### src/rtl/uart_frame_parser.sv
`default_nettype none
// ============================================================================
// Module      : uart_frame_parser
// Description : Byte-level frame decoder behind a UART receiver. Hunts for a
//               sync byte, collects a length-prefixed payload with an 8-bit
//               additive checksum, buffers it and releases it on a
//               valid/ready stream only when the checksum matches.
//               Optional macro FRAME_TIMEOUT_EN enables an inter-byte
//               timeout inside a frame (oTimeout is tied 0 otherwise).
// Revision    : 1.0 - initial release
// ============================================================================
module uart_frame_parser #(
  parameter logic [7:0]  SYNC_BYTE    = 8'hA5,
  parameter int unsigned MAX_LEN      = 16,
  parameter int unsigned TIMEOUT_CLKS = 125_000
) (
  input  logic       iClk,
  input  logic       iRstn,
  input  logic [7:0] iRxByte,
  input  logic       iRxDone,
  output logic [7:0] oData,
  output logic       oValid,
  input  logic       iReady,
  output logic       oLast,
  output logic       oLenErr,
  output logic       oChkErr,
  output logic       oOverrun,
  output logic       oTimeout
);

  // Counter width holds 0..MAX_LEN; buffer address only needs 0..MAX_LEN-1.
  localparam int unsigned IW        = $clog2(MAX_LEN + 1);
  localparam int unsigned AW        = (MAX_LEN > 1) ? $clog2(MAX_LEN) : 1;
  localparam logic [7:0]  MAX_LEN_B = MAX_LEN[7:0];

  // Reject parameter values the byte-wide LEN field or the timeout cannot express.
  if (MAX_LEN < 1 || MAX_LEN > 255) begin : g_badMaxLen
    $error("uart_frame_parser: MAX_LEN must be in 1..255");
  end
  if (TIMEOUT_CLKS < 2) begin : g_badTimeout
    $error("uart_frame_parser: TIMEOUT_CLKS must be at least 2");
  end

  typedef enum logic [2:0] {
    sHUNT    = 3'd0,
    sLEN     = 3'd1,
    sPAYLOAD = 3'd2,
    sCHK     = 3'd3,
    sDRAIN   = 3'd4
  } state_t;

  state_t        rState;
  state_t        wStateNext;
  logic [IW-1:0] rLen;
  logic [IW-1:0] rIdx;
  logic [IW-1:0] rRd;
  logic [7:0]    rSum;
  logic [7:0]    rBuf [MAX_LEN];

  logic rLenErr;
  logic rChkErr;
  logic rOverrun;

  logic wLenErr;
  logic wChkErr;
  logic wOverrun;
  logic wLoadLen;
  logic wPayWr;
  logic wStartDrain;
  logic wXfer;
  logic wLastXfer;
  logic wTimeoutHit;

`ifdef FRAME_TIMEOUT_EN
  localparam int unsigned TW = $clog2(TIMEOUT_CLKS);

  logic [TW-1:0] rIdle;
  logic          rTimeout;
  logic          wInFrame;

  assign wInFrame    = (rState == sLEN) || (rState == sPAYLOAD) || (rState == sCHK);
  assign wTimeoutHit = wInFrame && !iRxDone && (rIdle == TW'(TIMEOUT_CLKS - 1));

  // Idle-gap counter: runs only mid-frame, restarts on every received byte.
  always_ff @(posedge iClk or negedge iRstn) begin
    if (!iRstn) begin
      rIdle    <= '0;
      rTimeout <= 1'b0;
    end else begin
      rTimeout <= wTimeoutHit;
      if (iRxDone || !wInFrame || wTimeoutHit) begin
        rIdle <= '0;
      end else begin
        rIdle <= rIdle + TW'(1);
      end
    end
  end

  assign oTimeout = rTimeout;
`else
  assign wTimeoutHit = 1'b0;
  assign oTimeout    = 1'b0;
`endif

  // Next-state and per-cycle control decode.
  always_comb begin
    wStateNext  = rState;
    wLenErr     = 1'b0;
    wChkErr     = 1'b0;
    wOverrun    = 1'b0;
    wLoadLen    = 1'b0;
    wPayWr      = 1'b0;
    wStartDrain = 1'b0;
    wXfer       = 1'b0;
    wLastXfer   = 1'b0;
    case (rState)
      sHUNT: begin
        if (iRxDone && (iRxByte == SYNC_BYTE)) begin
          wStateNext = sLEN;
        end
      end
      sLEN: begin
        if (iRxDone) begin
          if ((iRxByte == 8'd0) || (iRxByte > MAX_LEN_B)) begin
            wLenErr    = 1'b1;
            wStateNext = sHUNT;
          end else begin
            wLoadLen   = 1'b1;
            wStateNext = sPAYLOAD;
          end
        end
      end
      sPAYLOAD: begin
        if (iRxDone) begin
          wPayWr = 1'b1;
          if (rIdx == (rLen - IW'(1))) begin
            wStateNext = sCHK;
          end
        end
      end
      sCHK: begin
        if (iRxDone) begin
          if (iRxByte == rSum) begin
            wStartDrain = 1'b1;
            wStateNext  = sDRAIN;
          end else begin
            wChkErr    = 1'b1;
            wStateNext = sHUNT;
          end
        end
      end
      sDRAIN: begin
        // Any byte arriving while draining, even on the final transfer, is lost.
        wOverrun  = iRxDone;
        wXfer     = iReady;
        wLastXfer = iReady && (rRd == (rLen - IW'(1)));
        if (wLastXfer) begin
          wStateNext = sHUNT;
        end
      end
      default: begin
        wStateNext = sHUNT;
      end
    endcase
    if (wTimeoutHit) begin
      wStateNext = sHUNT;
    end
  end

  // State register.
  always_ff @(posedge iClk or negedge iRstn) begin
    if (!iRstn) begin
      rState <= sHUNT;
    end else begin
      rState <= wStateNext;
    end
  end

  // Length, write index, running sum and drain read index.
  always_ff @(posedge iClk or negedge iRstn) begin
    if (!iRstn) begin
      rLen <= '0;
      rIdx <= '0;
      rRd  <= '0;
      rSum <= '0;
    end else begin
      if (wLoadLen) begin
        rLen <= iRxByte[IW-1:0];
        rSum <= iRxByte;
        rIdx <= '0;
      end else if (wPayWr) begin
        rSum <= rSum + iRxByte;
        rIdx <= rIdx + IW'(1);
      end
      if (wStartDrain) begin
        rRd <= '0;
      end else if (wXfer) begin
        rRd <= wLastXfer ? '0 : (rRd + IW'(1));
      end
    end
  end

  // Payload storage; contents are only read after being written this frame.
  always_ff @(posedge iClk) begin
    if (wPayWr) begin
      rBuf[rIdx[AW-1:0]] <= iRxByte;
    end
  end

  // Error pulses appear in the cycle after the offending byte.
  always_ff @(posedge iClk or negedge iRstn) begin
    if (!iRstn) begin
      rLenErr  <= 1'b0;
      rChkErr  <= 1'b0;
      rOverrun <= 1'b0;
    end else begin
      rLenErr  <= wLenErr;
      rChkErr  <= wChkErr;
      rOverrun <= wOverrun;
    end
  end

  assign oLenErr  = rLenErr;
  assign oChkErr  = rChkErr;
  assign oOverrun = rOverrun;
  assign oValid   = (rState == sDRAIN);
  assign oData    = oValid ? rBuf[rRd[AW-1:0]] : 8'd0;
  assign oLast    = oValid && (rRd == (rLen - IW'(1)));

endmodule
`default_nettype wire

### config.mk
export PLATFORM = sky130hd
export DESIGN_NAME = uart_frame_parser
export DESIGN_NICKNAME = d
export VERILOG_FILES = /design/src/rtl/uart_frame_parser.sv
export SDC_FILE = /design/constraint.sdc
export NUM_CORES = 1
export LEC_CHECK = 0
export CAP_MARGIN = 40
export CORE_AREA = 2 2 152 154
export CTS_CLUSTER_DIAMETER = 30
export DETAILED_ROUTE_END_ITERATION = 12
export DIE_AREA = 0 0 154 156
export PLACE_DENSITY_LB_ADDON = 0.1
export SETUP_SLACK_MARGIN = 0.5
export SYNTH_ARGS = -nofsm -noshare
export SYNTH_HDL_FRONTEND = slang
export SYNTH_SLANG_ARGS = --single-unit
### constraint.sdc
create_clock -name iClk -period 2.65 [get_ports iClk]
set_input_delay 0.265 -clock iClk [delete_from_list [all_inputs] [get_ports iClk]]
set_output_delay 0.265 -clock iClk [all_outputs]
set_load 0.1 [all_outputs]
==> run metrics <==
Crit Path Max Fanout=8; Final period util=102%; Slew headroom=about 55%; vias per cell=4.85; final wirelength=~16,000 µm; clk sinks=approximately 160; Tmin final=between 2 and 3 ns; clk_lat worst skew=~0.43 ns; measured slew at the worst slew-check pin=between 0.6 and 0.7 ns; share of layout cells above drive strength 1=between 30 and 40%; global-route wire length before repair=24,900 µm; Static Leakage=between 3 and 4 nW; final core utilization=39.3%; Mapped Area=approximately 7100 µm²; Yosys cell types=56; final setup violation count=8; critical path endpoint category=output pin; vias in the first global route=between 4,000 and 5,000; failing checks=negative setup slack; critical setup path kind=register to output pin; DIE AREA=about 24,000 µm²; ANT cells=0; largest net degree at the start of global routing=37; CP required=2.38 ns; setup_tns=-0.376 ns; post-DR wirelength/cell=just over 20 µm; post-synthesis sequential area ratio=between 60 and 70%; ys async rst share=a little under a fifth; Die W=154 µm; Main synth FF type=edfxtp_1; Final WS setup=-0.0560 ns; Post-synth EDFFs=roughly 130; Worst VDD drop=402 µV; Residual DRC=0; core area=between 20,000 and 25,000 µm²; initial detailed-routing violation count=between 200 and 250; initial antenna violation count=0; cell count after synthesis=approximately 420; clk slew on worst S/H paths=0.07 ns; H-tree levels=4; Slew Viols, Final=0; Hold Fails Final Rpt=0; Critical Path Start Type=register; RSZ-0062 raised after global routing=yes; data arrival time of the worst path=around 2.4 ns; port bufs=24; synth-to-layout area growth=24.1%; Fmax=about 370 MHz; IO Count=26; Worst Skew=between 0.01 and 0.015 ns; total grt overflow=0; Num CTS Buffers=17; Initial Utilization=approximately a third; Fillers=~2,000; syn nets=about 440; DP Wirelength=10,800 µm; max-capacitance violation count=0; Ys Warns=0; Synth area leaders=edfxtp_1 (54%), dfrtp_1 (10%), mux4_1 (10%), mux4_2 (4.1%), ha_1 (2.3%); Min-Delay Path Class=input port to asynchronous set/reset pin; largest area contributor in the netlist=edfxtp_1; total number of vias=between 3,000 and 4,000; fin nets=between 500 and 600; CTS max path bufs=2; CTS tree=built; synthesis-stage register bit count=157; Avg Cell Area, Syn=roughly 17 µm²; Synth top area share=between 50% and 60%; CTS Root Cell=clkbuf_16; status=finished with violations; antenna-violating nets left=0; routability-driven placement congestion ratio=slightly below 0.8; power per cell area=~630 nW/µm²; first-pass detailed-route iteration total=4; GRT Util Overall=between 10 and 15%; die height=roughly 160 µm; Rows=between 50 and 60
-- path summary, 6_finish.rpt --
check,start,to,slack (ns),cells after the start
worst max-delay path,rRd[0],oData[7],-0.06,6
worst min-delay path,iRstn,oLenErr,0.23,2
worst max register to register,rSum[0],rSum[6],0.56,9
worst min register to register,rSum[6],rSum[6],0.51,1
max in group asynchronous,iRstn,rLen[2],2.10,2
min in group iClk,iRxByte[2],rBuf[4][2],0.44,2
-- repair_timing --
action,in CTS,in global routing
hold buffers,0,0
endpoints found under the setup margin,15,19
setup buffers,8,9
gates cloned,2,0
pin swaps,4,7
resized for setup,18,20
-- critical path, stage by stage, from the launching register on --
cell	delay, ns
dfrtp_2	0.42
buf_4	0.14
buf_12	0.12
mux4_2	0.51
mux4_2	0.48
and2_4	0.19
buf_12	0.16
-- logic make-up after synthesis --
group,synth area share [%]
multiplexers,14.9
AND/OR/NAND/NOR,7.84
adder cells (fa/ha/maj),2.58
other,0.0530
AO/OA/AOI/OAI,4.07
flip-flops,64.6
XOR/XNOR,2.35
buffers and inverters,3.56
-- power by group --
part	leakage, nW	switching [W]	internal (W)	total [W]
Clock	0.284	0.00102	0.00140	0.00242
Sequential	1.51	0.0000412	0.00270	0.00274
Combinational	1.30	0.000173	0.000155	0.000327
-- layer usage --
layer  GRT usage (%)  vias up  wire length [µm]
met5               0        -                 0
met4            4.67        0               220
met3            2.83       14               522
met2            24.5       75              8240
met1            18.9     1994              7480
li1                -     1809                 -
-- Yosys cell counts (7+ instances only) --
| cell | instances |
|---|---|
| o21ai_0 | 14 |
| dfrtp_1 | 29 |
| ha_1 | 13 |
| and2_1 | 8 |
| inv_1 | 12 |
| xor2_1 | 7 |
| edfxtp_1 | 128 |
| nand2b_1 | 7 |
| xnor2_1 | 12 |
| mux4_2 | 13 |
| nor2_1 | 27 |
| nor3_1 | 12 |
| nand2_1 | 22 |
| mux4_1 | 27 |
-- cells in the final DEF (no fill, tap or decap), types with 3 or more instances in the layout --
cell and n:
ha_1 8, clkinv_4 3, nor3_1 11, dfrtp_2 6, clkdlybuf4s50_1 9, buf_4 61
and2_4 8, dfrtp_1 23, a21oi_1 6, clkinv_1 3, o21ai_0 13, mux2_2 3
mux4_2 40, inv_2 3, edfxtp_1 128, xnor2_1 11, ha_4 5, buf_12 14
nor2_1 26, o21a_1 3, nor4_2 3, nand2_1 22, xor2_1 7, inv_1 9
clkbuf_16 17, nand2b_1 7, inv_6 5, a31oi_1 4, nand3_1 5
-- flip-flops by register name (all words and copies together) (netlist names) --
signal,flops
rBuf,128
rSum,8
rIdx,5
rLen,5
rRd,5
rState,3
oChkErr,1
oLenErr,1
oOverrun,1
-- stage by stage --
step                instances  hold WS [ns]  power, W  worst slack (ns)  instance area [µm²]
finish                    803         0.232   0.00549           -0.0560                 8780
global route              803         0.275   0.00569            -0.124                 8780
CTS                       794         0.230   0.00551           -0.0884                 8610
detailed placement        752         0.495   0.00308            -0.121                 7870
global placement          752         0.509   0.00308           -0.0989                 7870
floorplan                 417       -0.0306   0.00295             0.353                 7020
-- cell type report --
| type | instances | area (µm²) | area share, % |
|---|---|---|---|
| tap | 285 | 357 | 4.06 |
| clock inverter | 15 | 160 | 1.82 |
| inverter | 12 | 45.0 | 0.513 |
| sequential | 157 | 4580 | 52.1 |
| clock buffer | 17 | 425 | 4.85 |
| multi-input combinational | 228 | 2300 | 26.2 |
| timing repair buffer | 89 | 916 | 10.4 |
Note: power is estimated with default switching activity, not from simulation.
